`src/rtl/frame_cmd_decoder.sv`:
```
// Command frame decoder: turns synchronized bytes into register-file
// write/read strobes and pushes read results toward the TX FIFO.
module frame_cmd_decoder #(
  parameter int unsigned DATA_WIDTH = 8,
  parameter int unsigned ADDR_WIDTH = 4,
  parameter logic [DATA_WIDTH-1:0] WR_CMD = 8'hAA,
  parameter logic [DATA_WIDTH-1:0] RD_CMD = 8'hBB,
  parameter int unsigned TIMEOUT_CYCLES = 1024
) (
  input  logic                  CLK,
  input  logic                  RST,
  input  logic [DATA_WIDTH-1:0] rx_data,
  input  logic                  rx_valid,
  output logic [ADDR_WIDTH-1:0] rf_addr,
  output logic [DATA_WIDTH-1:0] rf_wr_data,
  output logic                  rf_wr_en,
  output logic                  rf_rd_en,
  input  logic [DATA_WIDTH-1:0] rf_rd_data,
  input  logic                  rf_rd_valid,
  output logic [DATA_WIDTH-1:0] tx_data,
  output logic                  tx_valid,
  input  logic                  tx_full,
  output logic                  frame_err,
  output logic                  busy
);

  localparam int unsigned CW =
    (TIMEOUT_CYCLES > 2) ? $clog2(TIMEOUT_CYCLES) : 1;
  // Timeout fires on the edge where the count would reach TIMEOUT_CYCLES-1
  localparam logic [CW-1:0] TMO_LAST = CW'(TIMEOUT_CYCLES - 2);

  typedef enum logic [2:0] {
    IDLE,
    WR_ADDR,
    WR_DATA,
    RD_ADDR,
    RD_WAIT,
    TX_PUSH
  } state_t;

  state_t                state;
  state_t                state_nxt;
  logic [CW-1:0]         cnt;
  logic [CW-1:0]         cnt_nxt;
  logic [ADDR_WIDTH-1:0] addr_q;
  logic [ADDR_WIDTH-1:0] addr_nxt;
  logic [ADDR_WIDTH-1:0] rf_addr_nxt;
  logic [DATA_WIDTH-1:0] wdata_nxt;
  logic [DATA_WIDTH-1:0] txd_nxt;
  logic                  wr_nxt;
  logic                  rd_nxt;
  logic                  txv_nxt;
  logic                  err_nxt;
  logic                  counted;
  logic                  tmo;

  always_comb begin
    counted = (state == WR_ADDR) || (state == WR_DATA) ||
              (state == RD_ADDR) || (state == RD_WAIT);
    tmo     = counted && (cnt == TMO_LAST);
  end

  always_comb begin
    state_nxt   = state;
    addr_nxt    = addr_q;
    rf_addr_nxt = rf_addr;
    wdata_nxt   = rf_wr_data;
    txd_nxt     = tx_data;
    wr_nxt      = 1'b0;
    rd_nxt      = 1'b0;
    txv_nxt     = 1'b0;
    err_nxt     = 1'b0;
    cnt_nxt     = '0;
    unique case (state)
      IDLE: begin
        if (rx_valid) begin
          if (rx_data == WR_CMD) begin
            state_nxt = WR_ADDR;
          end else if (rx_data == RD_CMD) begin
            state_nxt = RD_ADDR;
          end else begin
            err_nxt = 1'b1;
          end
        end
      end
      WR_ADDR: begin
        if (rx_valid) begin
          addr_nxt  = rx_data[ADDR_WIDTH-1:0];
          state_nxt = WR_DATA;
        end else if (tmo) begin
          err_nxt   = 1'b1;
          state_nxt = IDLE;
        end
      end
      WR_DATA: begin
        if (rx_valid) begin
          wr_nxt      = 1'b1;
          rf_addr_nxt = addr_q;
          wdata_nxt   = rx_data;
          state_nxt   = IDLE;
        end else if (tmo) begin
          err_nxt   = 1'b1;
          state_nxt = IDLE;
        end
      end
      RD_ADDR: begin
        if (rx_valid) begin
          rd_nxt      = 1'b1;
          rf_addr_nxt = rx_data[ADDR_WIDTH-1:0];
          state_nxt   = RD_WAIT;
        end else if (tmo) begin
          err_nxt   = 1'b1;
          state_nxt = IDLE;
        end
      end
      RD_WAIT: begin
        // A byte here is an overrun: dropped, flagged, state kept
        err_nxt = rx_valid;
        if (rf_rd_valid) begin
          txd_nxt   = rf_rd_data;
          state_nxt = TX_PUSH;
        end else if (tmo) begin
          err_nxt   = 1'b1;
          state_nxt = IDLE;
        end
      end
      TX_PUSH: begin
        err_nxt = rx_valid;
        if (!tx_full) begin
          txv_nxt   = 1'b1;
          state_nxt = IDLE;
        end
      end
      default: begin
        state_nxt = IDLE;
      end
    endcase
    if (state_nxt == state && counted) begin
      cnt_nxt = cnt + CW'(1);
    end
  end

  always_ff @(posedge CLK or posedge RST) begin
    if (RST) begin
      state      <= IDLE;
      cnt        <= '0;
      addr_q     <= '0;
      rf_addr    <= '0;
      rf_wr_data <= '0;
      rf_wr_en   <= 1'b0;
      rf_rd_en   <= 1'b0;
      tx_data    <= '0;
      tx_valid   <= 1'b0;
      frame_err  <= 1'b0;
      busy       <= 1'b0;
    end else begin
      state      <= state_nxt;
      cnt        <= cnt_nxt;
      addr_q     <= addr_nxt;
      rf_addr    <= rf_addr_nxt;
      rf_wr_data <= wdata_nxt;
      rf_wr_en   <= wr_nxt;
      rf_rd_en   <= rd_nxt;
      tx_data    <= txd_nxt;
      tx_valid   <= txv_nxt;
      frame_err  <= err_nxt;
      busy       <= (state_nxt != IDLE);
    end
  end

endmodule

```
`config.mk`:
```
export PLATFORM = sky130hd
export DESIGN_NAME = frame_cmd_decoder
export DESIGN_NICKNAME = d
export VERILOG_FILES = /design/src/rtl/frame_cmd_decoder.sv
export SDC_FILE = /design/constraint.sdc
export NUM_CORES = 1
export LEC_CHECK = 0
export BUFFER_PORTS_ARGS = -buffer_cell sky130_fd_sc_hd__buf_2
export CORE_UTILIZATION = 40
export DETAILED_ROUTE_END_ITERATION = 10
export PLACE_DENSITY = 0.66
export RECOVER_POWER = 50
export SETUP_SLACK_MARGIN = 0.05
export SLEW_MARGIN = 20
export SYNTH_ARGS = -nofsm -noshare
export SYNTH_HDL_FRONTEND = slang
export SYNTH_SLANG_ARGS = --single-unit
```
`constraint.sdc`:
```
create_clock -name CLK -period 2.6 [get_ports CLK]
set_input_delay 0.52 -clock CLK [delete_from_list [all_inputs] [get_ports CLK]]
set_output_delay 0.52 -clock CLK [all_outputs]
set_load 0.01 [all_outputs]
```
=== Word level (Yosys, flattened, before mapping) ===
Cells that the tools add are included.

* Memories: 0
* Input port bits: 21
* Bits in read-only memories: 0
* Bits in registers: 42
* Output and inout bits: 25
* Memory bits (writable): 0
* Latch bits: 0
* Word-level logic and storage cells: 63

* Magnitude comparators: 0
* $mul: 0
* Reduce and logical (&&, ||, !) cells: 13
* Bitwise logic cells: 0
* Eq/ne operators: 11
* $add $sub $neg: 1
* Div/mod/pow operators: 0
* Multiplexer cells: 27
* Shift operators: 0

{| class="wikitable"
|+ Operators by type and width
! operator !! count
|-
| $mux W3 || 9
|-
| $pmux W3 S6 || 1
|-
| $eq A8 B8 Y1 const B || 2
|-
| $mux W1 || 12
|-
| $add A10 B1 Y10 const B || 1
|-
| $eq A10 B10 Y1 const B || 1
|-
| $mux W10 || 1
|-
| $mux W4 || 2
|-
| $pmux W4 S2 || 1
|-
| $eq A3 B2 Y1 const B || 2
|-
| $eq A3 B3 Y1 const B || 2
|-
| $reduce_and A2 Y1 || 3
|-
| $ne A2 B2 Y1 const B || 2
|-
| $pmux W1 S4 || 1
|-
| $eq A3 B1 Y1 const B || 1
|-
| $eq A3 B3 Y1 || 1
|-
| $logic_not A3 Y1 || 1
|-
| $logic_or A1 B1 Y1 || 3
|-
| $reduce_and A3 Y1 || 1
|-
| $reduce_bool A3 Y1 || 1
|-
| $reduce_or A3 Y1 || 1
|-
| $logic_and A1 B1 Y1 || 2
|-
| $reduce_bool A2 Y1 || 1
|}

=== Logic depth before layout (Yosys ltp) ===
* Depth after elaboration: 11
* Depth in mapped cells: 6
* Depth with buffers taken out: 6

=== Least setup slack after synthesis ===
Ideal clock, no wire load.

* Path kind: register -> register
* Start point: register cnt[0]
* End point: register busy
* Stages on the path, launching flop included: 7
* Arrival time: 1.789 ns
* Path buffers: 0
* Data required time: 2.461 ns
* Period minus slack after synthesis: 1.928 ns
* Library setup time: 0.139 ns
* Slack: 0.672 ns
* Cells stage by stage: dfrtp_1 > inv_1 > ha_1 > nand3_1 > or3_4 > o32a_1 > or4_1

* Cells in the longest elaborated chain, start to end: 6
* Elaborated cells on any way between the ends: 9
* Those cells by class: eq/ne: 1; mux: 6; reduce/logical: 2

{| class="wikitable"
|+ RTL lines
! element !! RTL line !! RTL
|-
| from (decl) || 43 || <nowiki>logic [CW-1:0] cnt;</nowiki>
|-
| from (signal assigned) || 158 || <nowiki>cnt <= cnt_nxt;</nowiki>
|-
| $eq A10 B10 Y1 (*) || 60 || <nowiki>tmo = counted && (cnt == TMO_LAST);</nowiki>
|-
| $logic_and A1 B1 Y1 (*) || 60 ||
|-
| $mux W3 (*) || n/a ||
|-
| $mux W3, on equally long branches || n/a ||
|-
| $pmux W3 S6 (*) || 74 || <nowiki>unique case (state)</nowiki>
|-
| net state_nxt[2] || 42 || <nowiki>state_t state_nxt;</nowiki>
|-
| $reduce_bool A3 Y1 (*) || 167 || <nowiki>busy <= (state_nxt != IDLE);</nowiki>
|-
| to (signal assigned) || 167 ||
|-
| to (decl) || 24 || <nowiki>output logic busy</nowiki>
|}

Mark *: on every way through the listed nets, which the timed path passes. The rest lies on a longest branch.
A chain may end at the register's enable or synchronous reset.

=== Final worst setup path ===
Same ends and word-level chain as after synthesis.

==> flow_summary.toml <==
[die]
initial_utilization = 0.424
die_h_um = 70.7
dieArea_um2 = 4990
io_pins = 46
core_area_um2 = 4440
rows = 24
die_x_um = 70.7

[cells_and_area]
drive_gt1_frac = 0.330
final_cells = 264
area_delta_synth_final_pct = 20.0
final_cell_mix = "dfrtp_1, buf_2, mux2_2"
fill_cells = 401
nNetsFinal = 234
layout_commonest_cell = "dfrtp_1"
num_antenna_cells = 0

[synthesis]
synth_enable_flop_cells = 0
syn_nets = 182
ys_seq_elements = 42
synth_top_area_share = 0.557
ys_types = 36
synth_area_um2 = 1890
ys_seq_area_frac = 0.557
post-synth-top-area-cell = "dfrtp_1"
synth_area_per_cell_um2 = 11.9
ys_warn_count = 0
yosys_most_used_dff = "dfrtp_1"
synth_area_leaders = "dfrtp_1, mux2_2, xnor2_1, nor4_1, nor2_1"
synthArstFlopShare = 1.00
syn_inst = 159

[setup_path]
crit_arrival_ns = 2.19
path_cells = "inv_1, ha_1, nand3_1, or3_4, o32a_1, or4_1"
critPathLaunchType = "register"
worst_r2r_startpoint = "cnt[0]"
end_kind = "register"
critPathBufInv = 1
reg2reg_slack_ns = 0.58
crit_path_top_delay_cell = "or4_1"
r2r-end = "busy"
critical_path_depth = 6
crit_required_ns = 2.77
path_delay_family = "simple AND/OR/NAND/NOR gates"
crit_fanout = 5
r2r_cells = 6
critPathMaxStageDelay_ns = 0.51
path_class = "reg -> reg"

[global_route]
grt_first_pass_wirelength_mm = 6.13
grt_busiest_layer = "met2"
globalRouteOverflowTotal = 0
grt_util_met1 = 0.219
grt_pass1_vias = 1305
antenna_found_initial = 0
grtUsageMet2 = 0.233
met3_usage = 0.0427
grt_max_degree = 43
grtUsageTotal = 0.158

[routing]
drc_errors = 12
num_vias = 1355
postRouteAntennaNets = 0
wire_per_inst_um = 13.3
wl_mm = 3.52
dr.first_iter.drc_count = 77
drt-pass1-iter-count = 7
viasPerCell = 5.13

[placement]
placed_cells = 256
hpwl_mm = 2.48
gp_congestion = 0.794
port_buffers = 45
dp_slack_ns = 0.602

[hold_path]
min_to = "tx_valid"
worstHoldStart = "tx_full"
hp-class = "in -> reg"
holdPathStages = 2

[clock_network]
cts_tree = "done"
cts_buffers = 5
cts_hold_buf = 0
cts.sinks = 42
clk_pin_slew_ns = 0.08
cts_resized = 0
ctsLongestPathBuffers = 2
clock_latency_ns = 0.29
cts-htree-levels = 2
post-cts-setup-buffers = 0
root_buffer = "clkbuf_8"

[timing]
slew-limit-headroom = 0.315
fin_ws_ns = 0.582
hold_viol = 0
totalNegativeSetupSlack_ns = 0
rsz0062_at_grt = "false"
tightestPinTransition_ns = 1.03
setup_viol = 0
fmax_mhz = 496
finClkSkew_ns = 0.00525
fin_crit_ns = 2.02
fin_crit_sh = 0.776
maxSlewViolCount = 0

[pwr]
vdd_ir_drop_max_uv = 409
p_leak_uw = 0.00105
p_per_area_nw_per_um2 = 869

[outcome]
violations = "design-rule violations"
run_status = "finished with violations"

[job]
max_cap_viol_count = 0
routing by layer:
metal	up-vias	wire (um)
li1	674	-
met1	635	1690
met2	41	1530
met3	5	216
met4	0	77
met5	-	0
per-stage QoR:
step	instance area, um2	power, uW	util	hold WS [ns]
after floorplan	1890	1330	-	0.480
after global placement	2180	1550	0.491	0.461
after detailed placement	2180	1560	0.491	0.468
after CTS	2280	2000	0.512	0.368
after global routing	2260	2110	0.509	0.417
final	2260	1970	0.509	0.415
worst max-delay path by stage:
| stage | startpoint | to | slack [ns] |
|---|---|---|---|
| after floorplan | cnt[0] | busy | 0.67 |
| after global placement | cnt[0] | busy | 0.63 |
| after detailed placement | cnt[0] | busy | 0.60 |
| after CTS | cnt[0] | busy | 0.57 |
| after global routing | cnt[0] | cnt[6] | 0.48 |
| final | cnt[0] | busy | 0.58 |
cells in the mapped netlist (2+ instances only):
| cell type | instances |
|---|---|
| ha_1 | 2 |
| xnor2_1 | 8 |
| nor3_1 | 4 |
| nor4_1 | 10 |
| nand2_1 | 10 |
| mux2_2 | 20 |
| nand2b_1 | 4 |
| a21oi_1 | 4 |
| o21ai_0 | 6 |
| nor2b_1 | 2 |
| nor2_1 | 11 |
| mux2i_1 | 4 |
| nand3_1 | 4 |
| inv_1 | 6 |
| and4b_1 | 2 |
| dfrtp_1 | 42 |
layout make-up:
cell class / count / area [um2] / share of cell area
inverter: 6 / 22.5 / 0.00996
multi-input combinational: 109 / 803 / 0.355
sequential: 42 / 1050 / 0.465
timing repair buffer: 47 / 225 / 0.0996
tap: 52 / 65.1 / 0.0288
clock inverter: 2 / 12.5 / 0.00553
clock buffer: 6 / 82.6 / 0.0365
kinds of logic after synthesis:
family / count (synthesis) / synth area share
AO/OA/AOI/OAI: 18 / 0.0644
XOR/XNOR: 9 / 0.0418
adder cells (fa/ha/maj): 2 / 0.0133
buffers and inverters: 8 / 0.0166
flip-flops: 42 / 0.557
multiplexers: 24 / 0.141
AND/OR/NAND/NOR: 56 / 0.166
state kept, by name (all words and copies together) (netlist names):
register	cells
rf_addr	4
rf_wr_data	8
rf_rd_en	1
cnt	10
tx_data	8
addr_q	4
state	3
frame_err	1
tx_valid	1
busy	1
rf_wr_en	1
power breakdown:
group | internal, uW | switching (uW) | total (uW)
clock network | 213 | 218 | 431
logic | 282 | 299 | 581
registers | 850 | 105 | 954
worst reg2reg max path, cell delays in order, from the launching register on:
cell,delay [ns]
dfrtp_1,0.42
inv_1,0.08
ha_1,0.15
nand3_1,0.09
or3_4,0.35
o32a_1,0.30
or4_1,0.51
(Power assumes the default switching activity.)
